File: src/rtl/inst_mem_loader_if.sv
// Byte-stream input and instruction-RAM write port of the instruction memory loader.
// master = loader side, slave = stream source / RAM side.
interface inst_mem_loader_if #(
  parameter int ADDR_W = 6
);
  logic [7:0]        byte_in;
  logic              byte_valid;
  logic              byte_ready;
  logic              mem_we;
  logic [ADDR_W-1:0] mem_addr;
  logic [31:0]       mem_din;

  modport master (
    input  byte_in, byte_valid,
    output byte_ready, mem_we, mem_addr, mem_din
  );

  modport slave (
    output byte_in, byte_valid,
    input  byte_ready, mem_we, mem_addr, mem_din
  );
endinterface

File: src/rtl/inst_mem_loader.sv
// Instruction memory loader: packs a little-endian byte stream into 32-bit words,
// writes them sequentially into the instruction RAM and holds the CPU during the load.
module inst_mem_loader #(
  parameter int ADDR_W     = 6,
  parameter int WORD_COUNT = 64
) (
  input  logic              clk,
  input  logic              rst,
  input  logic              start,
  input  logic              abort,
  inst_mem_loader_if.master bus,
  output logic              cpu_hold,
  output logic              busy,
  output logic              done,
  output logic              err,
  output logic [ADDR_W:0]   words_loaded
);

  localparam logic [ADDR_W-1:0] LAST_ADDR = ADDR_W'(WORD_COUNT - 1);
  localparam logic [ADDR_W:0]   WORD_MAX  = (ADDR_W + 1)'(WORD_COUNT);

  typedef enum logic [1:0] {
    IDLE    = 2'd0,
    COLLECT = 2'd1,
    WRITE   = 2'd2,
    DONE    = 2'd3
  } state_t;

  state_t            state_r;
  logic [ADDR_W-1:0] addr_r;
  logic [1:0]        cnt_r;
  logic [31:0]       word_r;

  // Load sequencer: state, byte assembly and all registered outputs.
  always_ff @(posedge clk or posedge rst) begin
    if (rst) begin
      state_r        <= IDLE;
      addr_r         <= '0;
      cnt_r          <= 2'd0;
      word_r         <= 32'd0;
      bus.byte_ready <= 1'b0;
      bus.mem_we     <= 1'b0;
      bus.mem_addr   <= '0;
      bus.mem_din    <= 32'd0;
      cpu_hold       <= 1'b0;
      busy           <= 1'b0;
      done           <= 1'b0;
      err            <= 1'b0;
      words_loaded   <= '0;
    end else begin
      case (state_r)
        IDLE, DONE: begin
          bus.mem_we <= 1'b0;
          // abort in the same cycle suppresses start
          if (start && !abort) begin
            state_r        <= COLLECT;
            addr_r         <= '0;
            cnt_r          <= 2'd0;
            bus.byte_ready <= 1'b1;
            cpu_hold       <= 1'b1;
            busy           <= 1'b1;
            done           <= 1'b0;
            err            <= 1'b0;
            words_loaded   <= '0;
          end else begin
            state_r <= state_r;
          end
        end

        COLLECT: begin
          bus.mem_we <= 1'b0;
          if (abort) begin
            state_r        <= IDLE;
            cnt_r          <= 2'd0;
            bus.byte_ready <= 1'b0;
            busy           <= 1'b0;
            err            <= 1'b1;
          end else if (bus.byte_valid && bus.byte_ready) begin
            word_r[8*cnt_r +: 8] <= bus.byte_in;
            cnt_r                <= cnt_r + 2'd1;
            if (cnt_r == 2'd3) begin
              // fourth byte goes straight into the write data, no extra cycle
              state_r        <= WRITE;
              bus.byte_ready <= 1'b0;
              bus.mem_we     <= 1'b1;
              bus.mem_addr   <= addr_r;
              bus.mem_din    <= {bus.byte_in, word_r[23:0]};
            end else begin
              state_r <= COLLECT;
            end
          end else begin
            state_r <= COLLECT;
          end
        end

        WRITE: begin
          bus.mem_we <= 1'b0;
          if (abort) begin
            state_r <= IDLE;
            busy    <= 1'b0;
            err     <= 1'b1;
          end else begin
            if (words_loaded < WORD_MAX) begin
              words_loaded <= words_loaded + (ADDR_W + 1)'(1);
            end else begin
              words_loaded <= words_loaded;
            end
            if (addr_r == LAST_ADDR) begin
              state_r        <= DONE;
              bus.byte_ready <= 1'b0;
              cpu_hold       <= 1'b0;
              busy           <= 1'b0;
              done           <= 1'b1;
            end else begin
              state_r        <= COLLECT;
              addr_r         <= addr_r + ADDR_W'(1);
              bus.byte_ready <= 1'b1;
            end
          end
        end

        default: begin
          state_r        <= IDLE;
          bus.byte_ready <= 1'b0;
          bus.mem_we     <= 1'b0;
          busy           <= 1'b0;
        end
      endcase
    end
  end

endmodule

File: src/flat_wrapper.sv
// flat-port wrapper written by rule: the top's interface ports become plain ports
module inst_mem_loader_flat 
#(
  parameter int ADDR_W     = 6,
  parameter int WORD_COUNT = 64
)
  (clk, rst, start, abort, cpu_hold, busy, done, err, words_loaded, bus_byte_in, bus_byte_valid, bus_byte_ready, bus_mem_we, bus_mem_addr, bus_mem_din);
  inst_mem_loader_if #(.ADDR_W(ADDR_W)) bus_i ();
  input  logic clk;
  input  logic rst;
  input  logic start;
  input  logic abort;
  output logic cpu_hold;
  output logic busy;
  output logic done;
  output logic err;
  output logic [ADDR_W:0] words_loaded;
  input wire logic [$bits(bus_i.byte_in)-1:0] bus_byte_in;
  input wire logic [$bits(bus_i.byte_valid)-1:0] bus_byte_valid;
  output wire logic [$bits(bus_i.byte_ready)-1:0] bus_byte_ready;
  output wire logic [$bits(bus_i.mem_we)-1:0] bus_mem_we;
  output wire logic [$bits(bus_i.mem_addr)-1:0] bus_mem_addr;
  output wire logic [$bits(bus_i.mem_din)-1:0] bus_mem_din;
  assign bus_i.byte_in = bus_byte_in;
  assign bus_i.byte_valid = bus_byte_valid;
  assign bus_byte_ready = bus_i.byte_ready;
  assign bus_mem_we = bus_i.mem_we;
  assign bus_mem_addr = bus_i.mem_addr;
  assign bus_mem_din = bus_i.mem_din;
  inst_mem_loader #(.ADDR_W(ADDR_W), .WORD_COUNT(WORD_COUNT)) u_core (.clk(clk), .rst(rst), .start(start), .abort(abort), .bus(bus_i), .cpu_hold(cpu_hold), .busy(busy), .done(done), .err(err), .words_loaded(words_loaded));
endmodule
File: config.mk
export PLATFORM = sky130hd
export DESIGN_NAME = inst_mem_loader_flat
export DESIGN_NICKNAME = d
export VERILOG_FILES = /design/src/rtl/inst_mem_loader_if.sv /design/src/rtl/inst_mem_loader.sv /design/src/flat_wrapper.sv
export SDC_FILE = /design/constraint.sdc
export NUM_CORES = 1
export LEC_CHECK = 0
export BUFFER_PORTS_ARGS = -buffer_cell sky130_fd_sc_hd__buf_4
export CAP_MARGIN = 30
export CORE_MARGIN = 2
export CORE_UTILIZATION = 55
export CTS_CLUSTER_DIAMETER = 50
export DETAILED_ROUTE_END_ITERATION = 16
export HOLD_SLACK_MARGIN = 0.03
export MAX_ROUTING_LAYER = met4
export PLACE_DENSITY = 0.86
export SYNTH_ARGS = -nofsm -noshare
export SYNTH_HDL_FRONTEND = slang
export SYNTH_SLANG_ARGS = --single-unit
File: constraint.sdc
create_clock -name clk -period 4.1 [get_ports clk]
set_clock_uncertainty 0.2 [all_clocks]
set_input_delay 0.82 -clock clk [delete_from_list [all_inputs] [get_ports clk]]
set_output_delay 0.82 -clock clk [all_outputs]
set_load 0.02 [all_outputs]
-- Word-level counts from Yosys, hierarchy flattened
Index checks and enable logic that the tools add are counted.
- bits in registers: 93
- output and inout bits: 51
- add/sub/neg operators: 4
- $lt $le $gt $ge: 1
- equal/unequal tests: 15
- shift operators: 2
- mux-type cells: 43
- bitwise logic cells: 1
- reduce and logical (&&, ||, !) cells: 18
- operator list (operator ; number):
    5-bit negator with 34-bit output ; 1
    8-bit by 34-bit variable shift with 32-bit output (first input constant) ; 1
    8-bit by 34-bit variable part select with 32-bit output ; 1
    32-bit bitwise mux ; 1
    7-bit two-way mux ; 3
    4-bit AND reduction ; 5
    2-bit two-way mux ; 9
    6-bit two-way mux ; 3
    1-bit two-way mux ; 17
    7-bit one-hot mux with 2 select lines ; 1
    6-bit one-hot mux with 2 select lines ; 1
    3-bit by 2-bit inequality test with 1-bit output (second input constant) ; 3
    3-bit AND reduction ; 3
    2-bit by 1-bit inequality test with 1-bit output (second input constant) ; 4
    1-bit one-hot mux with 2 select lines ; 4
    7-bit by 1-bit adder with 7-bit output (second input constant) ; 1
    7-bit < comparator (second input constant) ; 1
    6-bit by 1-bit adder with 6-bit output (second input constant) ; 1
    2-bit == test (second input constant) ; 3
    6-bit == test (second input constant) ; 1
    2-bit inequality test (second input constant) ; 3
    1-bit one-hot mux with 3 select lines ; 2
    2-bit one-hot mux with 3 select lines ; 1
    2-bit one-hot mux with 2 select lines ; 1
    other kinds (10) ; 13

-- Longest topological paths before layout
Gate-level depths: netlist (run 1).
- word-level depth: 5
- depth in mapped cells: 8

-- Worst setup path before layout (run 1)
OpenSTA, ideal clock, no wires.
- path type: input -> register
- start point: input port abort
- end point: register u_core.bus.byte_ready
- library setup time: 0.125 ns
- data arrival time: 1.825 ns
- data required time: 3.775 ns
- setup slack: 1.951 ns
- stages: 5
- cells stage by stage: clkbuf_1 > inv_1 > and2_1 > o21ai_0 > mux2_2
- word-level cells in the longest chain between the ends: 4
- elaborated cells between the ends (all ways): 9
- RTL lines (element ; line ; source):
    start: declaration ; flat_wrapper.sv:12 ; input logic abort;
    1-bit zero test ; inst_mem_loader.sv:55 ; if (start && !abort) begin
    1-bit logical AND ; inst_mem_loader.sv:55 ;
    2-bit by 1-bit inequality test with 1-bit output (no line) ; - ;
    4-bit AND reduction (no line) ; - ;
    end signal: assignment ; inst_mem_loader.sv:59 ; bus.byte_ready <= 1'b1;
    end signal: assignment ; inst_mem_loader.sv:75 ; bus.byte_ready <= 1'b0;
    end signal: assignment ; inst_mem_loader.sv:84 ; bus.byte_ready <= 1'b0;
    end: declaration ; inst_mem_loader_if.sv:15 ; output byte_ready, mem_we, mem_addr, mem_din
Several ways; a longest one is shown, not always the timed one.
A chain may end at the register's enable or synchronous reset.

-- Final worst setup path (run 1)
- start point: register u_core.state_r[0]
- end point: register u_core.words_loaded[4]
- word-level cells in the longest chain between the ends: 4
- elaborated cells between the ends (all ways): 10
- RTL lines (element ; line ; source):
    start: declaration ; inst_mem_loader.sv:29 ; state_t state_r;
    start signal: assignment ; inst_mem_loader.sv:66 ; state_r <= state_r;
    2-bit == test or 2-bit zero test (tied branches) ; inst_mem_loader.sv:51 ; case (state_r)
    2-bit OR reduction ; inst_mem_loader.sv:51 ;
    2-bit by 1-bit inequality test with 1-bit output (no line) or 2-bit nonzero test (tied branches) ; - ;
    4-bit AND reduction (no line) ; - ;
    end signal: assignment ; inst_mem_loader.sv:104 ; words_loaded <= words_loaded + (ADDR_W + 1)'(1);
    end signal: assignment ; inst_mem_loader.sv:106 ; words_loaded <= words_loaded;
    end: declaration ; inst_mem_loader.sv:16 ; output logic [ADDR_W:0] words_loaded
Several ways; a longest one is shown, not always the timed one.

==> metrics.cfg, run 1 <==
[outcome]
status = finished, violations left
violations = DRC

[clock_tree]
cts_max_path_buffers = 2
cts_made_buffers = 9
cts_tree = done
numClockSinks = 85
clockRootBuffer = clkbuf_8
ctsHtreeMaxLevel = 3
cts.clk_slew.worst_paths_ns = 0.08
cts_resized = 0
post-cts-setup-buffers = 0
clock_latency_ns = 0.36
cts_hold_buffers = 0

[final_layout]
mostFrequentLayoutCells = dfrtp_1 (85), nand2_1 (66), buf_4 (66)
fin_area_um2 = 4400
drive_gt1_share_pct = 29.2
antenna_cells = 0
mostFrequentLayoutCell = dfrtp_1
fin_util_pct = 68.4
final_nets = 420
syn_to_final_growth_pct = 19.6

[critical_path]
reg2reg_from = u_core.state_r[0]
path_cells = inv_1 -> ha_1 -> mux2i_1 -> a2111o_1 -> or3_1 -> a21oi_1
criticalPathCategory = flop to flop
cp-start-kind = flop
worstPathRequired_ns = 4.17
cpMaxStageDelayCell = ha_1
critPathLaunch = u_core.state_r[0]
end_kind = flop
max_stage_delay_ns = 0.53
crit_fanout = 17
critical_path_arrival_ns = 2.69

[die]
fp.dieW_um = 85.7
rows = 29
initial_core_util_pct = 57.2
ioPinCount = 64
dieHeight_um = 85.7
die-area_um2 = 7350
core_um2 = 6420

[detailed_routing]
drt-pass1-iter-count = 13
viasPerCell = 5.65
drc = 6
vias = 2702
wl_per_cell_um = 16.3
wl_um = 7790
antenna_left = 0
first_iter_violations = 143

[logic_synthesis]
yosys_most_used_dff = dfrtp_1
ys_seq_area_share_pct = 57.9
ys_warn_count = 0
synth.distinct_cells = 40
netlist_area_um2 = 3670
async_flop_share_pct = 100
synthCells = 333
syn_area_per_cell_um2 = 11.0
synth_edf_count = 0
synth_seq_cells = 85
syn_nets = 356

[pwr]
p_leak_nw = 2.19
p_per_area_nw_per_um2 = 410
power.total_mw = 1.80
peakVddDrop_mv = 0.201

[placement]
place.gp.congestion = 0.849
port_buffers = 63
dp_hpwl_um = 5570
dpl_cell_area_um2 = 4230

[sta]
period_share_pct = 63.7
drv_slew = 0
hold_viol_final = 0
finalSetupTns_ns = 0
rsz0062_at_grt = false
report.final.setup_viol = 0
finalCriticalPeriod_ns = 2.61
tightestPinTransition_ns = 1.00
relSlewSlack_pct = 32.9
fmax_mhz = 383

[job]
maxCapViolations = 0

[worst_hold_path]
worst_hold_path_type = input port to async pin

[grt]
grt_pass1_vias = 2659
groute.usage.overall_pct = 23.3
grt_max_degree = 41
grt_pass1_wl_um = 12900
grt-ovfl-total = 0
antenna_found_initial = 0

where the power goes:
part / total (mW) / leakage, nW / internal, mW / switching, mW
Combinational: 0.339 / 0.940 / 0.126 / 0.213
Sequential: 0.949 / 1.17 / 0.897 / 0.0516
Clock: 0.516 / 0.0812 / 0.231 / 0.285
critical path: cells and delay by family (launching register included):
family	cells	cell delay, ns
AOI/OAI and AO/OA	2	0.68
adders and majority gates	1	0.53
buffers and inverters	1	0.08
DFF	1	0.43
muxes	1	0.25
and+or+nand+nor	1	0.37
synthesized netlist by cell type, drive strengths merged, types with 2 or more instances:
master / number / area (µm²)
dfrtp: 85 / 2130
nand2: 66 / 248
mux2: 38 / 428
o21ai: 35 / 175
inv: 13 / 48.8
a21oi: 12 / 60.1
ha: 10 / 125
clkbuf: 9 / 33.8
nand3: 9 / 45.0
nor2: 7 / 26.3
buf: 5 / 25.0
mux2i: 4 / 40.0
and3: 3 / 18.8
nand2b: 3 / 18.8
nor3: 3 / 15.0
nor3b: 3 / 22.5
or3: 3 / 18.8
a2bb2oi: 2 / 17.5
nand4: 2 / 12.5
o21a: 2 / 15.0
o31a: 2 / 17.5
or2: 2 / 12.5
per-layer routing:
layer	track usage, %	up-vias	share of wire, %
met2	37.9	80	51
met4	6.64	0	1.2
met3	5.39	11	6.0
met5	-	-	0
met1	29.7	1334	42
li1	-	1277	-
through the flow:
step                      hold slack [ns]  cells  setup WS (ns)
after floorplan                     0.243    333          0.887
after global placement              0.258    462           1.37
after detailed placement            0.267    463           1.29
after CTS                           0.248    478           1.52
after global routing                0.258    478           1.33
final                               0.248    478           1.49
layout make-up:
class                   count  area, µm²
clock inverters             4       25.0
well taps                  77       96.3
fillers                   491       2030
multi-input cells         221       1440
clock buffers              11        141
inverters                  13       50.0
flip-flops and latches     85       2130
repair buffers             67        515
cells by family (layout without fill, tap and decap cells):
logic type                 after synthesis  after routing  synth area share [%]
xor gates and xnor gates                 1              1                 0.238
adders and majority gates               10             10                  3.40
DFF                                     85             85                  57.9
muxes                                   42             42                  12.7
buffers and inverters                   27             95                  2.93
and+or+nand+nor                        105            105                  12.7
AOI/OAI and AO/OA                       63             63                  10.1
worst paths after layout:
| check | to | slack, ns | depth (start not counted) |
|---|---|---|---|
| worst min-delay path | u_core.cnt_r[0] | 0.25 | 2 |
| worst min register to register | u_core.word_r[7] | 0.28 | 2 |
| min in group clk | u_core.word_r[7] | 0.28 | 2 |
| worst max register to register | u_core.words_loaded[4] | 1.49 | 6 |
| worst max-delay path | u_core.words_loaded[4] | 1.49 | 6 |
| max in group asynchronous | u_core.bus.mem_din[15] | 2.63 | 4 |
flip-flops by register name (all words and copies together) (netlist names), 2 cells and up:
register and cells:
u_core.cnt_r 2, u_core.word_r 24, u_core.bus.mem_din 32, u_core.bus.mem_addr 6, u_core.words_loaded 7, u_core.addr_r 6
u_core.state_r 2
Power figures use the tool's default switching activity.
==> inputs of run 2 (changes only) <==
==> constraint.sdc (replaced) <==
create_clock -name clk -period 2.6 [get_ports clk]
set_clock_uncertainty 0.2 [all_clocks]
set_input_delay 0.52 -clock clk [delete_from_list [all_inputs] [get_ports clk]]
set_output_delay 0.52 -clock clk [all_outputs]
set_load 0.02 [all_outputs]
==> run 2 against run 1 <==
Net effect:
- the run still ends with DRC left
- hold slack lost 0.012 ns
- global-route usage fell by 1.4 points
- worst setup slack got worse by 1.1 ns
- flip-flop and latch count did not move
- cell count increased by 1.3%
- routed wire length shrank 5.1%
- critical endpoint is now u_core.words_loaded[3]
- largest power group unchanged
==> metrics.cfg, run 2 (synthesis results as in run 1) <==
[detailed_routing]
antenna_left = 0
viasPerCell = 5.61
wl_per_cell_um = 15.3
drc = 5
wl_um = 7390
vias = 2714
drt-pass1-iter-count = 10
first_iter_violations = 129

[clock_tree]
numClockSinks = 85
post-cts-setup-buffers = 0
cts_made_buffers = 9
cts.clk_slew.worst_paths_ns = 0.08
cts_hold_buffers = 1
ctsHtreeMaxLevel = 3
cts_resized = 0
cts_max_path_buffers = 2
cts_tree = done
clockRootBuffer = clkbuf_8
clock_latency_ns = 0.34

[grt]
grt_pass1_wl_um = 12200
met3_usage_pct = 3.85
met2_usage_pct = 36.1
grt_max_degree = 52
antenna_found_initial = 0
top_usage_layer = met2
groute.usage.overall_pct = 21.9
grt_util_met1_pct = 26.8
grt_pass1_vias = 2617
grt-ovfl-total = 0

[die]
ioPinCount = 64
die-area_um2 = 7350
dieHeight_um = 85.7
initial_core_util_pct = 57.2
rows = 29
core_um2 = 6420
fp.dieW_um = 85.7

[final_layout]
final_nets = 426
mostFrequentLayoutCell = dfrtp_1
fin_util_pct = 70.5
fin_area_um2 = 4530
largest_reg_flops = 32
mostFrequentLayoutCells = dfrtp_1 (85), buf_4 (70), nand2_1 (66)
syn_to_final_growth_pct = 23.2
largest-register = u_core.bus.mem_din
drive_gt1_share_pct = 30.2
reg_top3 = u_core.bus.mem_din: 32 flops, u_core.word_r: 24 flops, u_core.words_loaded: 7 flops
fin_cells = 484
antenna_cells = 0

[worst_hold_path]
holdCritStartpoint = bus_byte_in[1]
min_path_cells = 2
min_to = u_core.bus.mem_din[25]
worst_hold_path_type = input port to flop

[critical_path]
reg2reg_from = u_core.state_r[0]
path_cells = inv_1 -> ha_1 -> mux2i_1 -> a2111o_1 -> or3_1 -> a21oi_1
end_kind = flop
cpMaxStageDelayCell = a2111o_1
r2r_end = u_core.words_loaded[3]
worstPathRequired_ns = 2.66
reg2reg_depth = 6
criticalPathCategory = flop to flop
max_stage_delay_ns = 0.49
crit_fanout = 7
critical_path_arrival_ns = 2.31
ff2ff_setup_slack_ns = 0.35
cp-start-kind = flop

[sta]
setup_slack_ns = 0.353
drv_slew = 0
tightestPinTransition_ns = 0.531
report.final.setup_viol = 0
fmax_mhz = 445
finalSetupTns_ns = 0
timing.hold.ws_ns = 0.236
relSlewSlack_pct = 64.4
finalCriticalPeriod_ns = 2.25
period_share_pct = 86.4
rsz0062_at_grt = false
hold_viol_final = 0

[placement]
dp_cells = 468
dpl_cell_area_um2 = 4280
place.gp.congestion = 0.887
port_buffers = 63
detailedPlace.worstSlack_ns = 0.369
dp_hpwl_um = 5340

[outcome]
status = finished, violations left
violations = DRC

[job]
maxCapViolations = 0

[pwr]
peakVddDrop_mv = 0.417
power.total_mw = 3.14
p_per_area_nw_per_um2 = 694
p_leak_nw = 2.26

## run 2: area by class of cell
class                      count  area (µm²)
sequential                    85        2130
fill                         478        1890
multi-input combinational    221        1440
timing repair buffer          73         576
clock buffer                   9         124
clock inverter                 6         113
tap                           77        96.3
inverter                      13        52.6
## run 2: worst max-delay path by stage
stage | startpoint | to | slack, ns | depth (start not counted)
after floorplan | u_core.state_r[0] | u_core.words_loaded[5] | 0.45 | 6
after global placement | u_core.state_r[0] | u_core.words_loaded[5] | 0.44 | 6
after detailed placement | u_core.state_r[0] | u_core.words_loaded[3] | 0.37 | 6
after CTS | u_core.state_r[0] | u_core.words_loaded[3] | 0.35 | 6
after global routing | u_core.state_r[0] | u_core.words_loaded[3] | 0.24 | 6
final | u_core.state_r[0] | u_core.words_loaded[3] | 0.35 | 6
## run 2: worst max-delay path: cells and delay by family, from the launching register on
family | cells | cell delay [ns]
compound gates | 2 | 0.64
fa+ha+maj | 1 | 0.32
buf+inv | 1 | 0.06
flops | 1 | 0.40
mux | 1 | 0.17
simple gates | 1 | 0.38
## run 2: layer usage
| metal | routed length [µm] | vias to the layer above |
|---|---|---|
| li1 | - | 1293 |
| met2 | 3780 | 77 |
| met3 | 399 | 12 |
| met1 | 3090 | 1332 |
| met4 | 124 | 0 |
| met5 | 0 | - |
## run 2: report_power, final
part / internal (mW) / total (mW) / switching [mW]
sequential: 1.41 / 1.49 / 0.0734
combinational: 0.230 / 0.574 / 0.344
clock: 0.634 / 1.08 / 0.448
total: 2.28 / 3.14 / 0.865
==> inputs of run 3 (changes only) <==
--- a/config.mk
+++ b/config.mk
@@ -5,15 +5,16 @@
 export SDC_FILE = /design/constraint.sdc
 export NUM_CORES = 1
 export LEC_CHECK = 0
+export ABC_AREA = 1
 export BUFFER_PORTS_ARGS = -buffer_cell sky130_fd_sc_hd__buf_4
 export CAP_MARGIN = 30
 export CORE_MARGIN = 2
-export CORE_UTILIZATION = 55
+export CORE_UTILIZATION = 57
 export CTS_CLUSTER_DIAMETER = 50
 export DETAILED_ROUTE_END_ITERATION = 16
 export HOLD_SLACK_MARGIN = 0.03
 export MAX_ROUTING_LAYER = met4
-export PLACE_DENSITY = 0.86
+export PLACE_DENSITY = 0.87
 export SYNTH_ARGS = -nofsm -noshare
 export SYNTH_HDL_FRONTEND = slang
 export SYNTH_SLANG_ARGS = --single-unit
==> run 3 against run 2 <==
Net effect:
- the run now ends clean
- clock-buffer cell count is 1 higher
- first-iteration DRC count is 87% higher
- non-clock buffer count is 5 lower
- cell area is 12% higher
- area after synthesis is 19% higher
- critical endpoint is now u_core.word_r[19]
- utilization is 1.3 points lower
- via count is 15% higher
- critical path type unchanged
==> metrics.cfg, run 3 <==
[clock_tree]
numClockSinks = 85
ctsHtreeMaxLevel = 3
cts_made_buffers = 9
clock_latency_ns = 0.36
cts_tree = done
cts_hold_buffers = 0
clockRootBuffer = clkbuf_8
cts_resized = 0
post-cts-setup-buffers = 0
cts.clk_slew.worst_paths_ns = 0.09
cts_max_path_buffers = 2

[grt]
antenna_found_initial = 0
grt_pass1_wl_um = 14700
grt_max_degree = 54
groute.usage.overall_pct = 22.6
grt-ovfl-total = 0
grt_pass1_vias = 3059

[outcome]
status = finished clean

[sta]
drv_slew = 0
finalCriticalPeriod_ns = 2.03
period_share_pct = 78.2
finalSetupTns_ns = 0
hold_viol_final = 0
rsz0062_at_grt = false
report.final.setup_viol = 0
fmax_mhz = 492
tightestPinTransition_ns = 0.589
relSlewSlack_pct = 60.6
timing.hold.ws_ns = 0.104
setup_slack_ns = 0.568

[final_layout]
antenna_cells = 0
n_fill_cell = 524
fin_util_pct = 69.2
final_nets = 524
reg_top3 = u_core.bus.mem_din: 32 flops, u_core.word_r: 24 flops, u_core.words_loaded: 7 flops
regArea_um2 = 2130
drive_gt1_share_pct = 34.4
largest-register = u_core.bus.mem_din
fin_area_um2 = 5070
largest_reg_flops = 32
fin_cells = 605
multiInputGateArea_um2 = 1840
syn_to_final_growth_pct = 16.2
mostFrequentLayoutCell = dfrtp_1
mostFrequentLayoutCells = dfrtp_1 (85), buf_4 (67), nand2_1 (64)

[critical_path]
ff2ff_setup_slack_ns = 0.57
r2r_end = u_core.word_r[19]
crit_fanout = 8
reg2reg_from = u_core.cnt_r[0]
reg2reg_depth = 6
end_kind = flop
critical_path_arrival_ns = 2.11
criticalPathCategory = flop to flop
cp-start-kind = flop
worstPathRequired_ns = 2.68

[die]
rows = 31
fp.dieW_um = 91.5
initial_core_util_pct = 59.5
die-area_um2 = 8380
core_um2 = 7330
ioPinCount = 64
dieHeight_um = 91.5

[logic_synthesis]
netlist.area_leader.share_pct = 48.7
ys_seq_area_share_pct = 48.7
synth_area_leaders = dfrtp_1 (49%), nand2_4 (8.0%), o21ai_2 (6.6%)
async_flop_share_pct = 100
synthCells = 436
yosys_most_used_dff = dfrtp_1
synth_commonest_cells = dfrtp_1 (85), nand2_1 (64), inv_1 (56)
syn_area_per_cell_um2 = 10.0
yosysTopAreaCell = dfrtp_1
synth_seq_cells = 85
synth_edf_count = 0
netlist_area_um2 = 4370
synth.distinct_cells = 33
synth.most_common_cell = dfrtp_1
syn_nets = 459
ys_warn_count = 0

[pwr]
p_per_area_nw_per_um2 = 718
p_leak_nw = 2.51
power.total_mw = 3.64
peakVddDrop_mv = 0.354

[placement]
place.gp.congestion = 0.899
detailedPlace.worstSlack_ns = 0.608
dp_cells = 589
dp_hpwl_um = 5920
port_buffers = 63
dpl_cell_area_um2 = 4860

[job]
maxCapViolations = 0

[detailed_routing]
vias = 3110
antenna_left = 0
first_iter_violations = 241
wl_um = 8420
wl_per_cell_um = 13.9
viasPerCell = 5.14
drt-pass1-iter-count = 5
drc = 0

[worst_hold_path]
worst_hold_path_type = input port to async pin

-- run 3: cell types whose count changed in the layout (fill, tap and decap cells not counted), sizes merged, moves of 11 or more --
| cell | delta |
|---|---|
| mux2 | -38 |
| nor2 | +27 |
| o21ai | +39 |
| inv | +51 |
| a21oi | -11 |
| nand2 | +33 |
| nand3 | +34 |
-- run 3: layout make-up --
type                            instances  share of cell area [%]
Clock buffer                           10                    2.71
Clock inverter                          6                    1.38
Tap cell                               99                    2.44
Sequential cell                        85                    41.9
Timing Repair Buffer                   68                    10.3
Inverter                               63                    4.96
Multi-Input combinational cell        274                    36.2
-- run 3: how the worst max path moves through the flow --
stage / startpoint / to / slack, ns
after global routing: u_core.cnt_r[0] / u_core.word_r[22] / 0.39
final: u_core.cnt_r[0] / u_core.word_r[19] / 0.57
after global placement: bus_byte_valid / u_core.state_r[1] / 0.72
after floorplan: u_core.cnt_r[0] / u_core.word_r[18] / 0.89
after CTS: u_core.cnt_r[0] / u_core.word_r[19] / 0.59
after detailed placement: u_core.cnt_r[0] / u_core.word_r[19] / 0.61
-- run 3: metal layers --
| metal | vias to the layer above | wire length (µm) | global-route usage, % |
|---|---|---|---|
| li1 | 1526 | - | - |
| met4 | 0 | 224 | 9.97 |
| met3 | 20 | 450 | 3.07 |
| met1 | 1458 | 3700 | 30.1 |
| met5 | - | 0 | - |
| met2 | 106 | 4040 | 34.8 |
-- run 3: cell families (layout without fill, tap and decap cells) --
family	Yosys count	count (layout)	synth area share, %
fa+ha+maj	10	10	2.87
xor+xnor	5	5	1.00
flops	85	85	48.7
compound gates	77	77	12.0
simple gates	182	182	26.3
buf+inv	77	147	9.17
-- run 3: where the power goes --
| group | internal [mW] | switching [mW] | total, mW |
|---|---|---|---|
| sequential | 1.52 | 0.0935 | 1.61 |
| clock | 0.477 | 0.500 | 0.977 |
| combinational | 0.344 | 0.709 | 1.05 |
| total | 2.34 | 1.30 | 3.64 |
-- run 3: critical path, cell delays in order (launching register included) --
cell	delay (ns)
dfrtp_1	0.45
inv_1	0.14
ha_1	0.38
inv_1	0.05
nor2_1	0.46
nand3_1	0.14
o21ai_1	0.13
